==> config.mk <==
export PLATFORM = sky130hd
export DESIGN_NAME = perf_uart_tx
export DESIGN_NICKNAME = d
export VERILOG_FILES = /design/src/rtl/perf_uart_tx.sv
export SDC_FILE = /design/constraint.sdc
export NUM_CORES = 1
export LEC_CHECK = 0
export CORE_UTILIZATION = 55
export DETAILED_ROUTE_END_ITERATION = 12
export PLACE_DENSITY = 0.84
export SLEW_MARGIN = 5
export SYNTH_ARGS = -nofsm -noshare
export SYNTH_HDL_FRONTEND = slang
export SYNTH_SLANG_ARGS = --single-unit
==> constraint.sdc <==
create_clock -name clk -period 2.31 [get_ports clk]
set_clock_uncertainty 0.1 [all_clocks]
set_input_delay 0.231 -clock clk [delete_from_list [all_inputs] [get_ports clk]]
set_output_delay 0.231 -clock clk [all_outputs]
set_load 0.05 [all_outputs]
==> src/rtl/perf_uart_tx.sv <==
// Streams the eight performance-counter words to a host PC as one 8N1 UART frame per start edge.
// Optional checksum byte: define PERF_UART_TX_CHECKSUM_EN.
module perf_uart_tx #(
    parameter int         CLKS_PER_BIT = 434,
    parameter int         NUM_WORDS    = 8,
    parameter logic [7:0] SYNC_BYTE    = 8'hA5
) (
    input  logic        clk,
    input  logic        reset,
    input  logic        start,
    output logic [2:0]  word_sel,
    input  logic [31:0] word_data,
    output logic        tx,
    output logic        busy,
    output logic        done
);

    localparam int TW = $clog2(CLKS_PER_BIT);
    localparam logic [TW-1:0] LAST_TICK = TW'(CLKS_PER_BIT - 1);
    localparam logic [TW-1:0] PRE_TICK  = TW'(CLKS_PER_BIT - 2);
    localparam logic [2:0]    LAST_WORD = 3'(NUM_WORDS - 1);

    localparam logic [1:0] IDLE = 2'd0;
    localparam logic [1:0] SYNC = 2'd1;
    localparam logic [1:0] SEND = 2'd2;
    localparam logic [1:0] FIN  = 2'd3;

    logic [1:0]    state;
    logic          startQ;
    logic          startEdge;
    logic [TW-1:0] bitTimer;
    logic [3:0]    bitCnt;
    logic [9:0]    shiftReg;
    logic [31:0]   wordReg;
    logic [1:0]    byteIdx;
    logic [2:0]    wordIdx;
    logic          isSync;
`ifdef PERF_UART_TX_CHECKSUM_EN
    logic [7:0]    csum;
    logic          csumPhase;
`endif

    function automatic logic [9:0] frameByte(input logic [7:0] b);
        return {1'b1, b, 1'b0};
    endfunction

    assign startEdge = start & ~startQ;
    assign tx   = (state == SEND) ? shiftReg[0] : 1'b1;
    assign busy = (state == SYNC) || (state == SEND);
    assign done = (state == FIN);

    // The word load happens on the edge that ends the previous stop bit, so the
    // next start bit follows with no idle cycle; word_sel is moved one cycle
    // earlier so word_data has settled by then.
    always_ff @(posedge clk or negedge reset) begin
        if (!reset) begin
            state     <= IDLE;
            startQ    <= 1'b0;
            bitTimer  <= '0;
            bitCnt    <= '0;
            shiftReg  <= '1;
            wordReg   <= '0;
            byteIdx   <= '0;
            wordIdx   <= '0;
            word_sel  <= '0;
            isSync    <= 1'b0;
`ifdef PERF_UART_TX_CHECKSUM_EN
            csum      <= '0;
            csumPhase <= 1'b0;
`endif
        end else begin
            startQ <= start;
            case (state)
                IDLE: begin
                    if (startEdge) begin
                        state <= SYNC;
`ifdef PERF_UART_TX_CHECKSUM_EN
                        csum  <= '0;
`endif
                    end
                end
                SYNC: begin
                    shiftReg  <= frameByte(SYNC_BYTE);
                    isSync    <= 1'b1;
                    bitTimer  <= '0;
                    bitCnt    <= '0;
                    byteIdx   <= '0;
                    wordIdx   <= '0;
`ifdef PERF_UART_TX_CHECKSUM_EN
                    csumPhase <= 1'b0;
`endif
                    state     <= SEND;
                end
                SEND: begin
                    if (bitTimer == LAST_TICK) begin
                        bitTimer <= '0;
                        if (bitCnt == 4'd9) begin
                            bitCnt <= '0;
                            if (isSync) begin
                                isSync   <= 1'b0;
                                wordIdx  <= '0;
                                byteIdx  <= '0;
                                wordReg  <= word_data;
                                shiftReg <= frameByte(word_data[7:0]);
`ifdef PERF_UART_TX_CHECKSUM_EN
                                csum     <= csum ^ word_data[7:0];
`endif
                            end else if (byteIdx != 2'd3) begin
                                byteIdx  <= byteIdx + 2'd1;
                                wordReg  <= {8'h00, wordReg[31:8]};
                                shiftReg <= frameByte(wordReg[15:8]);
`ifdef PERF_UART_TX_CHECKSUM_EN
                                csum     <= csum ^ wordReg[15:8];
`endif
                            end else if (wordIdx != LAST_WORD) begin
                                wordIdx  <= wordIdx + 3'd1;
                                byteIdx  <= '0;
                                wordReg  <= word_data;
                                shiftReg <= frameByte(word_data[7:0]);
`ifdef PERF_UART_TX_CHECKSUM_EN
                                csum     <= csum ^ word_data[7:0];
                            end else if (!csumPhase) begin
                                csumPhase <= 1'b1;
                                shiftReg  <= frameByte(csum);
`endif
                            end else begin
                                state <= FIN;
                            end
                        end else begin
                            bitCnt   <= bitCnt + 4'd1;
                            shiftReg <= {1'b1, shiftReg[9:1]};
                        end
                    end else begin
                        bitTimer <= bitTimer + 1'b1;
                        if (bitTimer == PRE_TICK && bitCnt == 4'd9) begin
                            if (isSync)
                                word_sel <= '0;
                            else if (byteIdx == 2'd3 && wordIdx != LAST_WORD)
                                word_sel <= wordIdx + 3'd1;
                        end
                    end
                end
                default: begin
                    state    <= IDLE;
                    word_sel <= '0;
                end
            endcase
        end
    end

endmodule

* After elaboration in Yosys (flattened, before gate mapping)
Index checks and enable logic that the tools add are counted.
** Operators by class
- $add $sub $neg :: 4
- Eq/ne operators :: 22
- Mux-type cells :: 42
- Bitwise operators :: 3
- Reductions and logical operators :: 15
** Operators by type and width (count)
- 2-to-1 mux 32 bit :: 3
- 2-to-1 mux 10 bit :: 5
- 2-to-1 mux 3 bit :: 9
- 2-to-1 mux 2 bit :: 11
- case mux 10 bit (2 select lines) :: 1
- == test 9 bit (second input constant) :: 2
- case mux 9 bit (2 select lines) :: 1
- inequality test 2 bit (second input constant) :: 6
- case mux 3 bit (2 select lines) :: 2
- AND reduction 4 bit :: 3
- adder 9 x 1 -> 9 bit (second input constant) :: 1
- 2-to-1 mux 9 bit :: 1
- 2-to-1 mux 4 bit :: 2
- case mux 4 bit (2 select lines) :: 1
- == test 2 bit (second input constant) :: 3
- inequality test 2 x 1 -> 1 bit (second input constant) :: 3
- inequality test 3 x 2 -> 1 bit (second input constant) :: 2
- inequality test 3 bit (second input constant) :: 2
- case mux 2 bit (3 select lines) :: 1
- AND reduction 3 bit :: 2
- AND reduction 6 bit :: 1
- inequality test 5 x 3 -> 1 bit (second input constant) :: 1
- AND reduction 5 bit :: 1
- adder 4 x 1 -> 4 bit (second input constant) :: 1
- 17 further kinds :: 21
** Storage, ports and cells
- Register bits after elaboration :: 67
- Input port bits :: 35
- Output and inout port bits :: 6
- Word-level logic and storage cells :: 96

* Depth between registers and ports, before layout
- Depth in word-level cells :: 7
- Mapped depth :: 8
- Depth with buffers taken out :: 6

* Worst setup path before layout
Ideal clock, no wire load.
- Path kind :: reg-to-reg
- Start :: register state[0]
- End :: register shiftReg[1]
- Arrival time :: 2.088 ns
- Required time :: 2.128 ns
- Setup slack :: 0.040 ns
- Stages on the path, launching flop included :: 7
- Period minus slack after synthesis :: 2.270 ns
- Cell sequence :: dfrtp_1 > inv_1 > ha_1 > clkbuf_1 > o21ai_0 > a21oi_4 > mux2_2
** On the way
- Cells in the longest elaborated chain, start to end :: 3
** Ends and longest elaborated chain
- start, declared :: line 28 : logic [1:0] state;
- start signal, assigned :: line 57 : state <= IDLE;
- start signal, assigned :: line 76 : state <= SYNC;
- start signal, assigned :: line 92 : state <= SEND;
- == test 2 bit / == test 2 x 1 -> 1 bit (equally long branches) :: line 73 : case (state)
- inequality test 5 x 3 -> 1 bit (no line), or another cell as far along
- AND reduction 3 bit (no line)
- end signal, assigned :: line 83 : shiftReg <= frameByte(SYNC_BYTE);
- end signal, assigned :: line 104 : shiftReg <= frameByte(word_data[7:0]);
- end signal, assigned :: line 111 : shiftReg <= frameByte(wordReg[15:8]);
- end, declared :: line 33 : logic [9:0] shiftReg;
Parallel ways exist; a longest one is shown, timed or not.
A chain may end at the register's enable or synchronous reset.

* Final worst setup path
- Start :: register state[0]
- End :: register shiftReg[4]
The elaborated chain is that of the path after synthesis.

==> results.cfg <==
[grt]
grt_max_degree = 49
grt_overflow = 0
gr-usage-all-layers_pct = 25.7
grt_pass1_wl_mm = 12.0
grt_pass1_vias = 2651
antenna_found_initial = 0

[worst_setup_path]
path_delay_family = compound AO/OA/AOI/OAI gates
cpPeakStageDelay_ps = 540
crit_path_max_fanout = 11
critical_path_class = reg2reg
slowest_stage = ha_1
path_cells = inv_1 > ha_1 > o21ai_0 > a21oi_4 > mux2_2
path_buf_inv = 1
cp_num_cells = 5
crit_arrival_ps = 2360
worstPathRequired_ps = 2470
ff2ff_path_depth = 5
critPathLaunchType = flip-flop
end_kind = flip-flop

[synthesis]
seq_area_frac_synth_pct = 46.3
syn_nets = 374
ys_ff_latch = 58
synth_cell_type_count = 50
syn_avg_cell_area_um2 = 9.68
syn_inst = 326
synthesis.area_mm2 = 0.00316
synth_edf_count = 0
ys_warn_count = 0
async_reset_ff_share_pct = 100
synth_ff_type = dfrtp_1

[timing]
drv_slew = 0
tightest_slew_ps = 570
whs_ps = 283
layout_min_cycle_time_ps = 2200
rsz0062_at_grt = false
hold_viol = 0
fmax_mhz = 455
setup_viol = 0
fin_ws_ps = 111
slew_headroom_pct = 62.0
fin_tns_setup_ps = 0
post-route-period-util_pct = 95.2

[clock_network]
ctsRootBufferMaster = clkbuf_8
cts.sinks = 58
numCtsBuffers = 9
clock_latency_ps = 340
cts_max_path_buffers = 2
clk_pin_slew_worst_paths_ps = 60
tritoncts = built
postCtsSetupBuffers = 0
htreeDepth = 3

[detailed_routing]
final_antenna_net_count = 0
drt_first_iter_violations = 235
wl_per_cell_um = 15.3
drc = 0
vias_per_cell = 5.69
num_vias = 2562
routed_wl_mm = 6.87
dr.pass1.iters = 4

[placed_design]
dp_hpwl_mm = 4.83
pre_cts_ws_ps = 125
port_buffers = 40
gp_congestion = 0.827

[floorplanning]
die_y_um = 77.8
coreArea_mm2 = 0.00551
io_pins = 41
dieArea_mm2 = 0.00605
num_rows = 27
start_util_pct = 57.3
die_w_um = 77.8

[power_and_ir_drop]
p_switching_mw = 1.30
p_leak_nw = 1.83
clkPwrFrac_pct = 26.5
seqPwrFrac_pct = 34.2
combPwrFrac_pct = 39.4
vdd_ir_drop_max_uv = 722
p_per_area_mw_per_mm2 = 929
total_power_mw = 3.61
swShare_pct = 35.9
p_int_mw = 2.31

[run_status]
status = finished, final reports clean

[cells_and_area]
diodes = 0
area_growth_pct = 23.0
layout_common_cells = nand2_1 (58), dfrtp_1 (49), clkdlybuf4s50_1 (37), o21ai_0 (33), mux2i_1 (21)
nets = 421
drive_gt1_share_pct = 16.1
final_common_cell = nand2_1
fillerInstances = 412

[flow_run]
cap_violations = 0

[min_path]
hold_class = in2reg
min_path_cells = 1
## state kept, by name, indices dropped and copies added (netlist names)
signal,flops
wordReg,24
bitTimer,9
shiftReg,9
bitCnt,4
wordIdx,3
word_sel,3
byteIdx,2
state,2
isSync,1
startQ,1
## metal layers
metal  track usage [%]  wire (um)  vias to the layer above
li1                  -          -                     1244
met1              28.9       2900                     1228
met2              44.1       3400                       70
met3              6.35        371                       20
met4              14.9        199                        0
met5                 0          0                        -
## cells by family (layout without fill, tap and decap cells)
logic type                 after synthesis  count (layout)  share of synthesized area (%)
AOI/OAI and AO/OA                       61              61                           12.2
xor gates and xnor gates                 5               5                           1.39
adders and majority gates               13              13                           5.15
buffers and inverters                   26              78                           3.21
DFF                                     58              58                           46.3
muxes                                   32              32                           10.6
and+or+nand+nor                        131             131                           21.1
## synthesized netlist by cell type (all sizes together) (2+ instances only)
library cell	number	share of area [%]
nand2	58	6.9
dfrtp	49	39
o21ai	33	5.2
mux2i	21	6.7
nor2	19	2.3
nand3	17	3.1
ha	13	5.2
clkbuf	12	1.4
a21oi	11	2.1
mux2	11	3.9
inv	10	1.2
dfstp	9	7.5
nand4	7	1.4
buf	4	0.59
o22ai	4	0.79
xnor2	4	1.1
a32oi	3	0.83
and3	3	0.63
nand2b	3	0.59
nand3b	3	0.71
or4	3	0.71
and2	2	0.40
and4	2	0.59
and4b	2	0.63
nor2b	2	0.40
nor3	2	0.32
nor4b	2	1.0
## metrics by stage
step / utilization [%] / cells / cell area [um2]
after floorplan: - / 326 / 3160
after global placement: 66.6 / 433 / 3670
after detailed placement: 66.6 / 433 / 3670
after CTS: 70.5 / 450 / 3880
after global routing: 70.5 / 450 / 3880
final: 70.5 / 450 / 3880
## worst paths after layout
check                       startpoint          end  slack [ps]
setup / recovery              state[0]  shiftReg[4]         110
hold / removal                   start       startQ         280
setup reg to reg              state[0]  shiftReg[4]         110
hold reg to reg            wordReg[27]  wordReg[27]         380
max in group asynchronous        reset  shiftReg[1]        1080
min in group asynchronous        reset  bitTimer[3]         330
## what timing repair did
item	CTS	global route
endpoints found under the setup margin	0	1
gates resized for setup	0	1
hold endpoints to repair	17	0
hold buffers	1	0
## power groups by stage
stage	Clock, mW	Sequential, mW	Combinational, mW
after detailed placement	0	1.25	1.40
after floorplan	0	1.23	0.952
after CTS	0.963	1.23	1.41
after global routing	1.01	1.24	1.53
after global placement	0	1.24	1.35
final	0.956	1.23	1.42
## worst reg2reg max path, delay by kind of cell (launching register included)
kind,cells,cell delay (ps)
AO/OA/AOI/OAI,2,570
adder cells (fa/ha/maj),1,540
flip-flops,1,430
buffers and inverters,1,90
multiplexers,1,390
## area by class of cell
cell class | instances | area [um2] | area share, %
multi-input cells | 242 | 1590 | 41.0
clock inverters | 5 | 52.6 | 1.35
clock buffers | 11 | 151 | 3.90
flip-flops and latches | 58 | 1460 | 37.7
repair buffers | 52 | 495 | 12.8
well taps | 72 | 90.1 | 2.32
inverters | 10 | 37.5 | 0.966
No activity file was read; power rests on OpenSTA's default activity.
